**src/rtl/orbus_rdmux_reg.sv**
```systemverilog
// Registered read-data OR-bus merging NCH sources into one MDR bus,
// with per-channel masking and sticky multi-driver collision tracking.
module orbus_rdmux_reg #(
  parameter int DW     = 16,
  parameter int NCH    = 6,
  parameter bit STRICT = 1'b1,
  parameter bit HOLD   = 1'b0,
  parameter int CW     = 8
) (
  input  logic              CLK,
  input  logic              RESET,
  input  logic [NCH*DW-1:0] MDR_IN,
  input  logic [NCH-1:0]    RDVLD,
  input  logic [NCH-1:0]    CHMASK,
  input  logic              CLR_COLL,
  output logic [DW-1:0]     MDR_OUT,
  output logic              MDR_VLD,
  output logic              COLL,
  output logic [NCH-1:0]    COLL_CH,
  output logic [CW-1:0]     COLL_CNT
);

  localparam logic [CW-1:0]  CNT_MAX = '1;
  localparam logic [CW-1:0]  CNT_ONE = CW'(1);
  localparam logic [NCH-1:0] EV_ONE  = NCH'(1);

  logic [NCH-1:0] ev;
  logic [DW-1:0]  d_vld;
  logic [DW-1:0]  d_raw;
  logic [DW-1:0]  d_nxt;
  logic           hit;
  logic           coll_c;

  always_comb begin
    ev    = RDVLD & ~CHMASK;
    d_vld = '0;
    d_raw = '0;
    for (int k = 0; k < NCH; k++) begin
      if (ev[k])
        d_vld = d_vld | MDR_IN[k*DW +: DW];
      if (!CHMASK[k])
        d_raw = d_raw | MDR_IN[k*DW +: DW];
    end
    hit = |ev;
    // clearing the lowest set bit leaves something iff >=2 bits set
    coll_c = |(ev & (ev - EV_ONE));
    d_nxt  = '0;
    if (!STRICT)
      d_nxt = d_raw;
    else if (hit)
      d_nxt = d_vld;
    else if (HOLD)
      d_nxt = MDR_OUT;
  end

  always_ff @(posedge CLK) begin
    if (RESET) begin
      MDR_OUT  <= '0;
      MDR_VLD  <= 1'b0;
      COLL     <= 1'b0;
      COLL_CH  <= '0;
      COLL_CNT <= '0;
    end else begin
      MDR_OUT <= d_nxt;
      MDR_VLD <= hit;
      COLL    <= coll_c;
      if (CLR_COLL) begin
        COLL_CH  <= coll_c ? ev : '0;
        COLL_CNT <= coll_c ? CNT_ONE : '0;
      end else if (coll_c) begin
        COLL_CH <= COLL_CH | ev;
        if (COLL_CNT != CNT_MAX)
          COLL_CNT <= COLL_CNT + CNT_ONE;
      end
    end
  end

endmodule

```
**config.mk**
```make
export PLATFORM = sky130hd
export DESIGN_NAME = orbus_rdmux_reg
export DESIGN_NICKNAME = d
export VERILOG_FILES = /design/src/rtl/orbus_rdmux_reg.sv
export SDC_FILE = /design/constraint.sdc
export NUM_CORES = 1
export LEC_CHECK = 0
export ABC_AREA = 1
export ABC_CLOCK_PERIOD_IN_PS = 2100
export BUFFER_PORTS_ARGS = -buffer_cell sky130_fd_sc_hd__clkbuf_2
export CAP_MARGIN = 0
export CORE_ASPECT_RATIO = 1.75
export CORE_MARGIN = 2
export CORE_UTILIZATION = 40
export DETAILED_ROUTE_END_ITERATION = 8
export PLACE_DENSITY_LB_ADDON = 0.12
export SYNTH_ARGS = -nofsm -noshare
export SYNTH_HDL_FRONTEND = slang
export SYNTH_SLANG_ARGS = --single-unit
```
**constraint.sdc**
```tcl
create_clock -name CLK -period 2.1 [get_ports CLK]
set_clock_uncertainty 0.2 [all_clocks]
set_input_delay 0.42 -clock CLK [delete_from_list [all_inputs] [get_ports CLK]]
set_output_delay 0.42 -clock CLK [all_outputs]
set_load 0.05 [all_outputs]
```
* Word-level counts from Yosys, hierarchy flattened *
Cells that the tools add are included.

cells by class
  bitwise operators = 10
  div/mod/pow operators = 0
  multiplexer cells = 13
  shift operators = 0
  reduce and logical (&&, ||, !) cells = 6
  add/subtract/negate cells = 2
  order comparisons = 0
  multiply operators = 0
  eq/ne operators = 1

operator list
  operator                                                            number
  16-bit 2-to-1 mux                                                   6
  16-bit bitwise OR                                                   5
  8-bit 2-to-1 mux                                                    3
  6-bit 2-to-1 mux                                                    3
  6-bit bitwise AND                                                   2
  6-bit OR reduction                                                  2
  8-bit by 1-bit adder with 8-bit output, second input constant       1
  8-bit inequality test, second input constant                        1
  6-bit NOT                                                           1
  6-bit bitwise OR                                                    1
  6-bit by 1-bit subtractor with 6-bit output, second input constant  1
  2-bit nonzero test                                                  2
  2-bit AND reduction                                                 1
  2-bit OR reduction                                                  1
  1-bit 2-to-1 mux                                                    1
  1-bit NOT                                                           1

storage, ports and cells
  memories kept = 0
  bits in registers = 32
  RAM bits = 0
  logic and storage cells = 37
  bits in read-only memories = 0
  latch bits = 0

* Logic depth before layout (Yosys ltp) *
  depth in word-level cells = 13
  depth in mapped cells = 10

* Worst setup path before layout *
OpenSTA, ideal clock, no wires.

  path kind = register to register
  start = register COLL_CNT[0]
  end = register COLL_CNT[7]
  arrival time = 1.739 ns
  setup slack = 0.091 ns
  library setup time = 0.070 ns
  cell stages (with the launch flop) = 8
  data required time = 1.830 ns
  cells stage by stage = dfxtp_1 ha_1 nand2_2 nor3_2 nand3_2 nand2_2 nand2_1 a21oi_1

on the way
  word-level cells in the longest chain between the ends = 4
  elaborated cells on any way between the ends = 7
  those cells by class = add/sub: 1; eq/ne: 1; mux: 3; reduce/logical: 2

ends and longest elaborated chain
  what                                    line  text
  start, declared                         20    output logic [CW-1:0] COLL_CNT
  start signal, assigned                  69    COLL_CNT <= coll_c ? CNT_ONE : '0;
  start signal, assigned                  73    COLL_CNT <= COLL_CNT + CNT_ONE;
  8-bit by 1-bit adder with 8-bit output  73
  8-bit 2-to-1 mux                        72    if (COLL_CNT != CNT_MAX)
  8-bit 2-to-1 mux                        70    end else if (coll_c) begin
  8-bit 2-to-1 mux                        67    if (CLR_COLL) begin

Several ways; a longest one is shown, not always the timed one. The select of a mux whose other input is x is not followed.
A chain may end at the register's enable or synchronous reset.

* Worst setup path in the final report *
Same ends and word-level chain as after synthesis.

==> metrics.md <==
| Metric | Value |
|---|---|
| Status | `finished, final reports clean` |
| Dpl ws | `0.04735 ns` |
| Synth Area in Adders | `0.006854` |
| Slew headroom | `0.5234` |
| Reg power frac | `0.397` |
| Max Buffers Root-to-Sink | `2` |
| Post-Synth Simple-Gate Area | `0.2344` |
| Critical path type | `register to register` |
| Int Pwr | `~1.1 mW` |
| WL final | `between 6000 and 7000 um` |
| Final WS setup | `0.2856 ns` |
| Core Area | `4404 um^2` |
| Detailed Place HPWL | `roughly 5000 um` |
| Switching power | `552.3 uW` |
| CP Launch Type | `register` |
| Hold WS | `0.1684 ns` |
| Cells along the critical path | `ha_1 -> nand2_2 -> nor3_2 -> nand3_2 -> nand2_2 -> nand2_1 -> a21oi_1` |
| Final global-route overflow total | `0` |
| Least-Margin Pin Slew | `approximately 0.7 ns` |
| DR vias | `2237` |
| CP endpoint kind | `register` |
| Syn Inst Count | `roughly 250` |
| Port Buffers | `142` |
| Number of global-route vias before repair | `2142` |
| Gr usage total | `0.2481` |
| Largest net degree at the start of global routing | `18` |
| Register area share after synthesis | `0.3509` |
| Post-route clock period utilization | `0.8640` |
| First-pass GRT wire length | `9328 um` |
| Initial antenna violation count | `0` |
| Worst vdd ir | `0.4386 mV` |
| Yosys reg bits | `32` |
| Mapped Nets | `360` |
| Critical Path Max Stage Delay | `0.42 ns` |
| Fin util | `0.6125` |
| Gate power share | `0.307` |
| Post-DP Area | `around 2600 um^2` |
| Placed Cells | `439` |
| Row count | `32` |
| Cell repeated most along the worst path | `nand2_2` |
| Die Width | `55.07 um` |
| Die area | `5141 um^2` |
| Starting Density | `0.4145` |
| Post-CTS Setup Inserts | `0` |
| Final Instance Area | `around 2700 um^2` |
| CTS sink count | `32` |
| Post-cts sizing count | `0` |
| CP arrival | `1.82 ns` |
| Final TNS setup | `0 ns` |
| Finish-stage setup viols | `0` |
| # IOs | `143` |
| Final ANT Viol Nets | `0` |
| DR DRC count | `0` |
| DR pass1 iterations | `4` |
| Slowest CP cell | `dfxtp_1` |
| Die extent in y | `93.37 um` |
| Yosys warning total | `0` |
| XOR/XNOR Fraction of Synth Area | `0.004798` |
| Final hold vios | `0` |
| Peak-usage layer in the global routing report | `met2` |
| Share of layout cells above drive strength 1 | `0.4456` |
| Clock root buffer | `clkbuf_8` |
| Synthesized area | `about 1800 um^2` |
| Syn_area_per_cell | `7.361 um^2` |
| GPL Wtd Cong | `0.8416` |
| P per Cell Area | `622.4 nW/um^2` |
| Hold_buf cts | `0` |
| MaxCap Viol Count | `0` |
| Max-slew violation count | `0` |
| Grt met2 use | `0.4653` |
| Unrepaired setup endpoints after global routing | `false` |
| Min-delay worst type | `input pin to register` |
| Global Route met1 Usage | `0.2438` |
| Clk pwr share | `0.296` |
| CP max FO | `7` |
| Post-route minimum period | `between 1.5 and 2 ns` |
| Post-synthesis mux area share | `0` |
| Average wire per standard cell | `between 10 and 15 um` |
| GR Layer Usage met3 | `0.05751` |
| Clock transition at path regs | `approximately 0.06 ns` |
| Nets | `~510` |
| Total Power | `1.679 mW` |
| Non-filler cells, final | `446` |
| Antenna diodes | `0` |
| FILL cells | `450` |
| Largest family of logic cells by synthesized area | `compound AO/OA/AOI/OAI gates` |
| Sw Ratio | `0.3289` |
| Static Leak | `1.420 nW` |
| Starting DRT DRC Count | `24` |
| Via/cell ratio | `5.016` |
| Most common cell after layout, fill and taps aside | `clkbuf_2` |
| Num CTS Buffers | `5` |
| Req. time, crit path | `2.11 ns` |
| Synth cell types | `27` |
| Skew-Pair Late Insertion Delay | `0.27 ns` |
| Synth Area in Compound Gates | `0.2968` |
| Most frequent cells in the layout | `clkbuf_2 (142), nand2_1 (46), inv_1 (36)` |
| CTS tree | `done` |
| Fmax | `0.5512 GHz` |
| Area growth, synth to finish | `47.77%` |
| H-tree levels | `2` |
==> cells by family (layout without fill, tap and decap cells) <==
kind of cell / count (synthesis) / in the layout
XOR/XNOR: 1 / 1
AND/OR/NAND/NOR: 87 / 87
AO/OA/AOI/OAI: 79 / 79
adder cells (fa/ha/maj): 1 / 1
buffers and inverters: 48 / 195
flip-flops: 32 / 32
==> cells in the mapped netlist, drive strengths merged <==
cell    count  share of area
nand2      53           0.12
inv        40          0.082
a22o       32           0.15
dfxtp      32           0.35
a21oi      22          0.060
a31oi      16          0.055
nand3      15          0.051
nor2       14          0.040
o21ai       8          0.024
buf         7          0.022
nand3b      2         0.0082
nor3        2         0.0082
a21boi      1         0.0041
clkbuf      1         0.0021
ha          1         0.0069
nand4       1         0.0034
xor2        1         0.0048
==> layout make-up <==
class | instances | area, um^2 | area share
Timing Repair Buffer | 148 | 755.7 | 0.2801
Sequential cell | 32 | 640.6 | 0.2375
Tap cell | 51 | 63.81 | 0.02365
Multi-Input combinational cell | 168 | 991.0 | 0.3673
Inverter | 40 | 150.1 | 0.05566
Clock buffer | 7 | 96.34 | 0.03571
==> flip-flops by register name, summed over array words and instances, names as in the netlist <==
register / count
MDR_OUT: 16
COLL_CNT: 8
COLL_CH: 6
COLL: 1
MDR_VLD: 1
==> layer usage <==
metal,wire (um),share of wire,vias up
met1,2048,0.34,986
met3,430,0.071,12
met5,0,0,-
li1,-,-,1143
met2,3383,0.56,96
met4,153,0.025,0
==> worst paths after layout <==
check              startpoint     endpoint  slack (ns)  depth (start not counted)
setup reg to reg  COLL_CNT[0]  COLL_CNT[7]        0.29                          7
hold reg to reg    COLL_CH[2]   COLL_CH[2]        0.26                          2
hold / removal          RESET  COLL_CNT[5]        0.17                          2
setup / recovery  COLL_CNT[0]  COLL_CNT[7]        0.29                          7
==> worst max-delay path: cells and delay by family, from the launching register on <==
| kind | cells | cell delay [ns] |
|---|---|---|
| simple gates | 5 | 0.81 |
| fa+ha+maj | 1 | 0.21 |
| compound gates | 1 | 0.12 |
| flops | 1 | 0.42 |
==> power groups by stage <==
| stage | clock network, mW | registers (mW) | logic, mW |
|---|---|---|---|
| floorplan | 0 | 0.829 | 0.174 |
| global placement | 0 | 0.679 | 0.513 |
| detailed placement | 0 | 0.680 | 0.517 |
| CTS | 0.513 | 0.667 | 0.518 |
| global route | 0.538 | 0.672 | 0.555 |
| finish | 0.498 | 0.667 | 0.515 |
Power figures use the tool's default switching activity.
